===== src/rtl/gemm_pkg.sv =====
// Shared definitions for the GEMM activation feeder: FSM encoding and
// counter sizing helper.
package gemm_pkg;

   typedef enum logic [1:0] {
      FEED_IDLE  = 2'b00,
      FEED_RUN   = 2'b01,
      FEED_DRAIN = 2'b10
   } feed_state_e;

   // Drain counter width for a given array size; never narrower than 1 bit.
   function automatic int unsigned drain_cnt_width(input int unsigned array_size);
      return (array_size <= 1) ? 1 : $clog2(array_size);
   endfunction

endpackage


===== src/rtl/skew_delay_line.sv =====
// Data+valid shift chain of DEPTH register stages; DEPTH=0 is a wire.
module skew_delay_line #(
   parameter int unsigned DEPTH      = 1,
   parameter int unsigned DATA_WIDTH = 8
) (
   input  logic                  clk,
   input  logic                  rst_n,
   input  logic [DATA_WIDTH-1:0] in_data,
   input  logic                  in_valid,
   output logic [DATA_WIDTH-1:0] out_data,
   output logic                  out_valid
);

   generate
      if (DEPTH == 0) begin : g_pass
         logic unused_clk_rst;
         assign unused_clk_rst = clk ^ rst_n;
         assign out_data  = in_data;
         assign out_valid = in_valid;
      end else begin : g_chain
         logic [DATA_WIDTH-1:0] data_q  [DEPTH];
         logic                  valid_q [DEPTH];

         always_ff @(posedge clk) begin
            if (!rst_n) begin
               for (int unsigned i = 0; i < DEPTH; i++) begin
                  data_q[i]  <= '0;
                  valid_q[i] <= 1'b0;
               end
            end else begin
               data_q[0]  <= in_data;
               valid_q[0] <= in_valid;
               for (int unsigned i = 1; i < DEPTH; i++) begin
                  data_q[i]  <= data_q[i-1];
                  valid_q[i] <= valid_q[i-1];
               end
            end
         end

         assign out_data  = data_q[DEPTH-1];
         assign out_valid = valid_q[DEPTH-1];
      end
   endgenerate

endmodule


===== src/rtl/gemm_act_skew_feeder.sv =====
// Issues activation-buffer reads while run_i is high, skews each returned
// row vector diagonally onto the systolic array west edge, then drains.
module gemm_act_skew_feeder
   import gemm_pkg::*;
#(
   parameter int unsigned ARRAY_SIZE = 4,
   parameter int unsigned DATA_WIDTH = 8,
   parameter int unsigned ADDR_WIDTH = 6
) (
   input  logic                             clk,
   input  logic                             rst_n,
   input  logic                             run_i,
   input  logic                             done_i,
   input  logic [ADDR_WIDTH-1:0]            base_addr_i,
   output logic                             rd_en_o,
   output logic [ADDR_WIDTH-1:0]            rd_addr_o,
   input  logic [ARRAY_SIZE*DATA_WIDTH-1:0] rd_data_i,
   output logic [ARRAY_SIZE*DATA_WIDTH-1:0] array_data_o,
   output logic [ARRAY_SIZE-1:0]            array_valid_o,
   output logic                             done_o,
   output logic                             ovr_err_o
);

   localparam int unsigned     CNT_W      = drain_cnt_width(ARRAY_SIZE);
   localparam logic [CNT_W-1:0] DRAIN_LAST = CNT_W'(ARRAY_SIZE - 1);

   feed_state_e                     state_q, state_d;
   logic [ADDR_WIDTH-1:0]           offset_q;
   logic [CNT_W-1:0]                drain_cnt_q;
   logic                            rd_vld_q;
   logic [ARRAY_SIZE*DATA_WIDTH-1:0] s0_data_q;
   logic                            s0_valid_q;
   logic                            ovr_err_q;
   logic                            rd_en;
   logic                            drain_done;

   always_comb begin
      state_d    = state_q;
      rd_en      = 1'b0;
      drain_done = 1'b0;
      unique case (state_q)
         FEED_IDLE: begin
            rd_en = run_i;
            if (run_i) state_d = FEED_RUN;
         end
         FEED_RUN: begin
            rd_en = run_i;
            if (done_i) state_d = FEED_DRAIN;
         end
         FEED_DRAIN: begin
            if (drain_cnt_q == DRAIN_LAST) begin
               drain_done = 1'b1;
               state_d    = FEED_IDLE;
            end
         end
         default: state_d = FEED_IDLE;
      endcase
   end

   always_ff @(posedge clk) begin
      if (!rst_n) begin
         state_q     <= FEED_IDLE;
         offset_q    <= '0;
         drain_cnt_q <= '0;
         rd_vld_q    <= 1'b0;
         s0_data_q   <= '0;
         s0_valid_q  <= 1'b0;
         ovr_err_q   <= 1'b0;
      end else begin
         state_q <= state_d;

         if (drain_done) begin
            offset_q <= '0;
         end else if (rd_en) begin
            offset_q <= offset_q + ADDR_WIDTH'(1);
         end

         if (state_q == FEED_RUN && done_i) begin
            drain_cnt_q <= '0;
         end else if (state_q == FEED_DRAIN) begin
            drain_cnt_q <= drain_cnt_q + CNT_W'(1);
         end

         rd_vld_q   <= rd_en;
         s0_valid_q <= rd_vld_q;
         s0_data_q  <= rd_vld_q ? rd_data_i : '0;

         if (run_i && state_q == FEED_DRAIN) ovr_err_q <= 1'b1;
      end
   end

   // Outputs held low while reset is asserted, even before the first reset edge.
   assign rd_en_o   = rd_en && rst_n;
   assign rd_addr_o = base_addr_i + offset_q;
   assign done_o    = drain_done && rst_n;
   assign ovr_err_o = ovr_err_q;

   for (genvar r = 0; r < ARRAY_SIZE; r++) begin : g_row
      logic [DATA_WIDTH-1:0] row_data;
      logic                  row_valid;

      skew_delay_line #(
         .DEPTH      (r),
         .DATA_WIDTH (DATA_WIDTH)
      ) u_skew (
         .clk       (clk),
         .rst_n     (rst_n),
         .in_data   (s0_data_q[r*DATA_WIDTH +: DATA_WIDTH]),
         .in_valid  (s0_valid_q),
         .out_data  (row_data),
         .out_valid (row_valid)
      );

      assign array_valid_o[r] = row_valid && rst_n;
      assign array_data_o[r*DATA_WIDTH +: DATA_WIDTH] = array_valid_o[r] ? row_data : '0;
   end

endmodule


===== config.mk =====
export PLATFORM = sky130hd
export DESIGN_NAME = gemm_act_skew_feeder
export DESIGN_NICKNAME = d
export VERILOG_FILES = /design/src/rtl/gemm_pkg.sv /design/src/rtl/skew_delay_line.sv /design/src/rtl/gemm_act_skew_feeder.sv
export SDC_FILE = /design/constraint.sdc
export NUM_CORES = 1
export LEC_CHECK = 0
export ABC_AREA = 1
export CAP_MARGIN = 20
export CELL_PAD_IN_SITES_DETAIL_PLACEMENT = 2
export CELL_PAD_IN_SITES_GLOBAL_PLACEMENT = 2
export CORE_UTILIZATION = 27
export CTS_CLUSTER_DIAMETER = 120
export DETAILED_ROUTE_END_ITERATION = 10
export PLACE_DENSITY_LB_ADDON = 0.12
export SETUP_SLACK_MARGIN = 0.1
export SLEW_MARGIN = 0
export SYNTH_ARGS = -nofsm -noshare
export SYNTH_HDL_FRONTEND = slang
export SYNTH_SLANG_ARGS = --single-unit

===== constraint.sdc =====
create_clock -name clk -period 1.6 [get_ports clk]
set_input_delay 0.32 -clock clk [delete_from_list [all_inputs] [get_ports clk]]
set_output_delay 0.32 -clock clk [all_outputs]
set_load 0.02 [all_outputs]

### Word-level counts from Yosys, hierarchy flattened

Memories as Yosys holds them, arrays and structs flattened.
Cells that the tools add are included.

* $add $sub $neg: 3
* multipliers: 0
* div/mod/pow operators: 0
* $lt $le $gt $ge: 0
* eq/ne operators: 6
* shifts and indexed selects: 0
* mux-type cells: 27
* bitwise logic cells: 11
* reduce and logical (&&, ||, !) cells: 16

Operators with widths (count)
* two-way mux 8 bit: 10
* two-way mux 1 bit: 13
* bitwise OR 1 bit: 10
* logical AND 1 bit: 8
* OR reduction 8 bit: 1
* adder 6 x 1 -> 6 bit, second input constant: 1
* adder 6 bit: 1
* two-way mux 2 bit: 3
* != test 2 bit, second input constant: 3
* case mux 2 bit (3 select lines): 1
* OR reduction 2 bit: 3
* == test 2 bit, second input constant: 2
* AND reduction 3 bit: 1
* adder 2 x 1 -> 2 bit, second input constant: 1
* == test 2 x 1 -> 1 bit, second input constant: 1
* logical NOT 2 bit: 1
* AND reduction 2 bit: 1
* NOT 1 bit: 1
* OR reduction 1 bit: 1

* bits in registers: 45
* bits in latches: 0
* bits in writable memories: 54
* memory bits (read-only): 0
* input bits: 42
* output and inout port bits: 45
* word-level logic and storage cells: 76
* memories kept: 6

Memory list
* g_row[3].u_skew.g_chain.data_q: words 3, bits a word 8, rd ports 3, clocked after Yosys merged registers in 0, wr ports 3, line skew_delay_line.sv:21 `logic [DATA_WIDTH-1:0] data_q [DEPTH];`
* g_row[2].u_skew.g_chain.data_q: words 2, bits a word 8, rd ports 2, clocked after Yosys merged registers in 0, wr ports 2, line skew_delay_line.sv:21
* g_row[1].u_skew.g_chain.data_q: words 1, bits a word 8, rd ports 1, clocked after Yosys merged registers in 0, wr ports 1, line skew_delay_line.sv:21
* g_row[3].u_skew.g_chain.valid_q: words 3, bits a word 1, rd ports 3, clocked after Yosys merged registers in 0, wr ports 3, line skew_delay_line.sv:22 `logic valid_q [DEPTH];`
* g_row[2].u_skew.g_chain.valid_q: words 2, bits a word 1, rd ports 2, clocked after Yosys merged registers in 0, wr ports 2, line skew_delay_line.sv:22
* g_row[1].u_skew.g_chain.valid_q: words 1, bits a word 1, rd ports 1, clocked after Yosys merged registers in 0, wr ports 1, line skew_delay_line.sv:22

### Longest topological paths before layout

* depth after elaboration: 4
* mapped depth: 7
* gate-level depth less buffers: 7

### Modules after synthesis

A second synthesis with hierarchy kept.

* cell total of the unflattened synthesis: 464
* area, all modules: 3729.8 um^2

By module, submodules not included
* gemm_act_skew_feeder: instances 1, cells each 271, area each 1976.9 um^2, sequential area each 900.9 um^2
* skew_delay_line (g_row[3].u_skew): instances 1, cells each 92, area each 837.1 um^2, sequential area each 540.5 um^2
* skew_delay_line (g_row[2].u_skew): instances 1, cells each 64, area each 589.3 um^2, sequential area each 360.3 um^2
* skew_delay_line (g_row[1].u_skew): instances 1, cells each 28, area each 259.0 um^2, sequential area each 180.2 um^2
* skew_delay_line (g_row[0].u_skew): instances 1, cells each 9, area each 67.6 um^2, sequential area each 0.0 um^2

### Worst setup path after synthesis

No wires, ideal clock.

* path kind: input to output
* start point: input base_addr_i[0]
* end point: output rd_addr_o[4]
* data arrival time: 1.414 ns
* data required time: 1.280 ns
* slack: -0.134 ns
* stages on the path: 5
* buffers on the path: 0
* cell sequence: ha_1 fa_1 nand3_1 nand2_1 xor2_1

* cells in the longest elaborated chain, start to end: 1

RTL lines
* start, declared: line gemm_act_skew_feeder.sv:14 `input logic [ADDR_WIDTH-1:0] base_addr_i,`
* adder 6 bit: line gemm_act_skew_feeder.sv:94 `assign rd_addr_o = base_addr_i + offset_q;`
* end, declared: line gemm_act_skew_feeder.sv:16 `output logic [ADDR_WIDTH-1:0] rd_addr_o,`

No other way between the ends.

### Final worst setup path

* start point: register offset_q[0]
* end point: output rd_addr_o[4]

* cells in the longest elaborated chain, start to end: 1

RTL lines
* start, declared: line gemm_act_skew_feeder.sv:28 `logic [ADDR_WIDTH-1:0] offset_q;`
* start signal, assigned: line gemm_act_skew_feeder.sv:75 `offset_q <= offset_q + ADDR_WIDTH'(1);`
* adder 6 bit: line gemm_act_skew_feeder.sv:94

No other way between the ends.

==> results.py <==
metrics = {
    "cells_and_area": {
        "area.sequential_um2": 1950,
        "nFillCells": 1356,
        "drive_gt1_share_pct": 23.0,
        "fin_area_um2": 4950,
        "antenna_cells": 0,
        "multi_input_area_um2": 1060,
        "instances_no_fill": 716,
        "nNetsFinal": 593,
        "area_growth_pct": 47.3,
        "fin_util_pct": 41.1,
    },
    "worst_setup_path": {
        "path_depth": 6,
        "rr_startpoint": "offset_q[0]",
        "reg2reg_depth": 8,
        "path_buf_inv": 1,
        "startpoint_type": "flop",
        "path_cells": "ha_4, fa_2, nand3_2, nand2_4, xor2_4, buf_6",
        "rr_endpoint": "offset_q[4]",
        "critPathArrivalTime_ns": 1.64,
        "worstPathMaxFanout": 2,
        "critPathRequiredTime_ns": 1.28,
        "cp_slowest_cell": "fa_2",
        "critPathTopFamily": "adder cells",
        "worst_setup_path_end_kind": "output port",
        "worst-r2r-setup-slack_ns": 0.28,
        "crit_path_max_incr_delay_ns": 0.37,
        "path_class": "flop to output port",
    },
    "sta": {
        "fin_ws_ns": -0.359,
        "finClkSkew_ns": 0.00593,
        "hold_viol_final": 0,
        "setup_violations": 5,
        "rsz0062_at_grt": "yes",
        "slew_headroom_pct": 81.1,
        "drv_slew": 0,
        "worst_pin_slew_ns": 0.284,
        "fin_crit_sh_pct": 122,
        "fmax_ghz": 0.511,
        "min_period_ns": 1.96,
    },
    "yosys": {
        "ys_types": 23,
        "synth_area_per_cell_um2": 7.87,
        "synth_seq_area_share_pct": 57.8,
        "yosys_warnings": 0,
        "synth_area_um2": 3360,
        "syn-num-nets": 477,
        "synth-seq-cells": 97,
        "synthCells": 427,
    },
    "routing": {
        "num_vias": 2804,
        "first_pass_iters": 2,
        "routedWlPerCell_um": 11.3,
        "finalWirelength_um": 8060,
        "drtIter0Drc": 36,
        "drcViolationCount": 0,
        "viasPerCell": 3.92,
        "ant_nets": 0,
    },
    "run": {
        "maxCapViolCount": 0,
    },
    "pwr": {
        "irDropWorstVdd_v": 0.000752,
        "p_leak_nw": 2.67,
        "cellPowerDensity_nw_per_um2": 1050,
    },
    "worst_hold_path": {
        "holdCritPathClass": "input port to flop",
        "timing.hold.worst.start": "rst_n",
        "holdPathStages": 4,
        "min_to": "g_row[2].u_skew.g_chain.data_q[0][9]",
    },
    "placement": {
        "placed_cell_area_um2": 4650,
        "place.gp.congestion": 0.709,
        "pre_cts_slack_ns": -0.991,
        "place_inst": 696,
        "dp_hpwl_um": 5890,
        "port_buffers": 86,
    },
    "global_routing": {
        "gr-total-overflow": 0,
        "grt_pass1_vias": 2958,
        "grt_pass1_wl_um": 13400,
        "antenna_found_initial": 0,
        "track_usage_pct": 13.4,
        "grt_max_degree": 33,
    },
    "clock_tree": {
        "cts_root_buf": "clkbuf_16",
        "path_clk_slew_ns": 0.07,
        "h-tree-depth": 3,
        "cts_buffers": 9,
        "tritoncts": "done",
        "ctsHoldBuffers": 0,
        "clock-sinks": 97,
        "clockBufferDepth": 2,
        "clk_latency_ns": 0.33,
    },
    "floorplanning": {
        "ios": 87,
        "row_count": 40,
        "die_y_um": 114,
        "core_area_um2": 12100,
        "die_x_um": 114,
        "start_util_pct": 27.9,
        "dieArea_um2": 12900,
    },
    "outcome": {
        "violations": "negative setup slack",
        "status": "finished, violations left",
    },
}
-- worst reg2reg max path, delay by kind of cell (launching register included) --
kind	cells	cell delay [ns]
buf+inv	3	0.37
simple gates	4	0.32
fa+ha+maj	1	0.18
flops	1	0.34
-- registers in the layout (all words and copies together), names as in the netlist --
register                      cells
s0_data_q                        32
state_q                           2
rd_vld_q                          1
drain_cnt_q                       2
offset_q                          6
g_row.u_skew.g_chain.data_q      48
ovr_err_o                         1
g_row.u_skew.g_chain.valid_q      4
s0_valid_q                        1
-- power by group --
| part | switching (mW) | leakage [nW] | internal [mW] | total, mW |
|---|---|---|---|---|
| combinational | 0.207 | 1.73 | 0.235 | 0.442 |
| clock | 0.982 | 0.154 | 1.29 | 2.27 |
| sequential | 0.0240 | 0.790 | 2.47 | 2.49 |
-- area by class of cell --
cell class                      instances  area share [%]
Sequential cell                        97            39.5
Multi-Input combinational cell        190            21.4
Timing Repair Buffer                  114            18.4
Inverter                              131            9.98
Clock buffer                           10            4.83
Tap cell                              168            4.24
Clock inverter                          6            1.67
-- Yosys cell counts (all sizes together) --
library cell / number / area share, %
a21oi: 7 / 1.0
buf: 7 / 1.1
clkbuf: 2 / 0.22
dfxtp: 97 / 58
fa: 1 / 0.60
ha: 7 / 2.6
inv: 131 / 15
nand2: 78 / 9.0
nand3: 4 / 0.60
nand3b: 2 / 0.45
nor2: 77 / 8.8
nor3: 1 / 0.15
nor3b: 2 / 0.45
o211a: 1 / 0.30
o21a: 1 / 0.22
o21ai: 3 / 0.56
or2: 1 / 0.19
xnor2: 2 / 0.52
xor2: 3 / 0.78
-- metal layers --
layer	global-route usage, %	wire [µm]	up-vias
li1	-	-	1413
met4	4.21	57	0
met1	13.9	3320	1331
met3	3.72	388	4
met2	25.9	4290	56
met5	0	0	-
-- cell families after synthesis --
kind of cell,synth area share (%)
flops,57.8
compound gates,2.12
simple gates,19.6
buf+inv,16.0
xor+xnor,1.30
fa+ha+maj,3.20
-- worst max-delay path by stage --
| stage | start | endpoint | slack [ns] |
|---|---|---|---|
| after global placement | base_addr_i[0] | rd_addr_o[4] | -0.94 |
| final | offset_q[0] | rd_addr_o[4] | -0.36 |
| after global routing | offset_q[0] | rd_addr_o[4] | -0.41 |
| after CTS | offset_q[0] | rd_addr_o[4] | -0.37 |
| after detailed placement | base_addr_i[0] | rd_addr_o[4] | -0.99 |
| after floorplan | offset_q[0] | rd_addr_o[2] | 0.04 |
-- cell usage in the layout (no fill, tap or decap), types with 2 or more instances in the layout --
cell type | netlist | layout
buf_4 | 1 | 31
dlygate4sd2_1 | 0 | 7
nand2_2 | 4 | 3
inv_6 | 0 | 2
o21ai_0 | 2 | 2
nand2_1 | 74 | 69
clkdlybuf4s15_2 | 0 | 2
clkbuf_2 | 0 | 2
nor2_2 | 0 | 3
inv_1 | 131 | 129
ha_4 | 0 | 6
nand2_4 | 0 | 6
nor3b_1 | 2 | 2
xor2_1 | 3 | 2
buf_12 | 0 | 2
clkbuf_16 | 0 | 9
dfxtp_1 | 97 | 89
nand3_1 | 4 | 3
clkdlybuf4s50_1 | 0 | 34
nor2_1 | 76 | 73
a21oi_1 | 7 | 6
buf_6 | 0 | 4
dfxtp_2 | 0 | 7
buf_2 | 6 | 32
nand3b_1 | 2 | 2
-- stage by stage --
stage                     hold slack, ns  setup TNS (ns)  power, mW
after floorplan                    0.390               0       2.74
after global placement             0.393          -12.57       2.96
after detailed placement           0.404          -13.22       2.98
after CTS                          0.370           -1.35       5.28
after global routing               0.392           -1.60       5.45
final                              0.378           -1.32       5.21
-- timing repair --
action / in CTS / in global routing
pin swaps: 11 / 6
gates resized for setup: 206 / 18
endpoints found under the setup margin: 45 / 15
setup buffers: 2 / 2
gates cloned: 0 / 0
(Power assumes the default switching activity.)
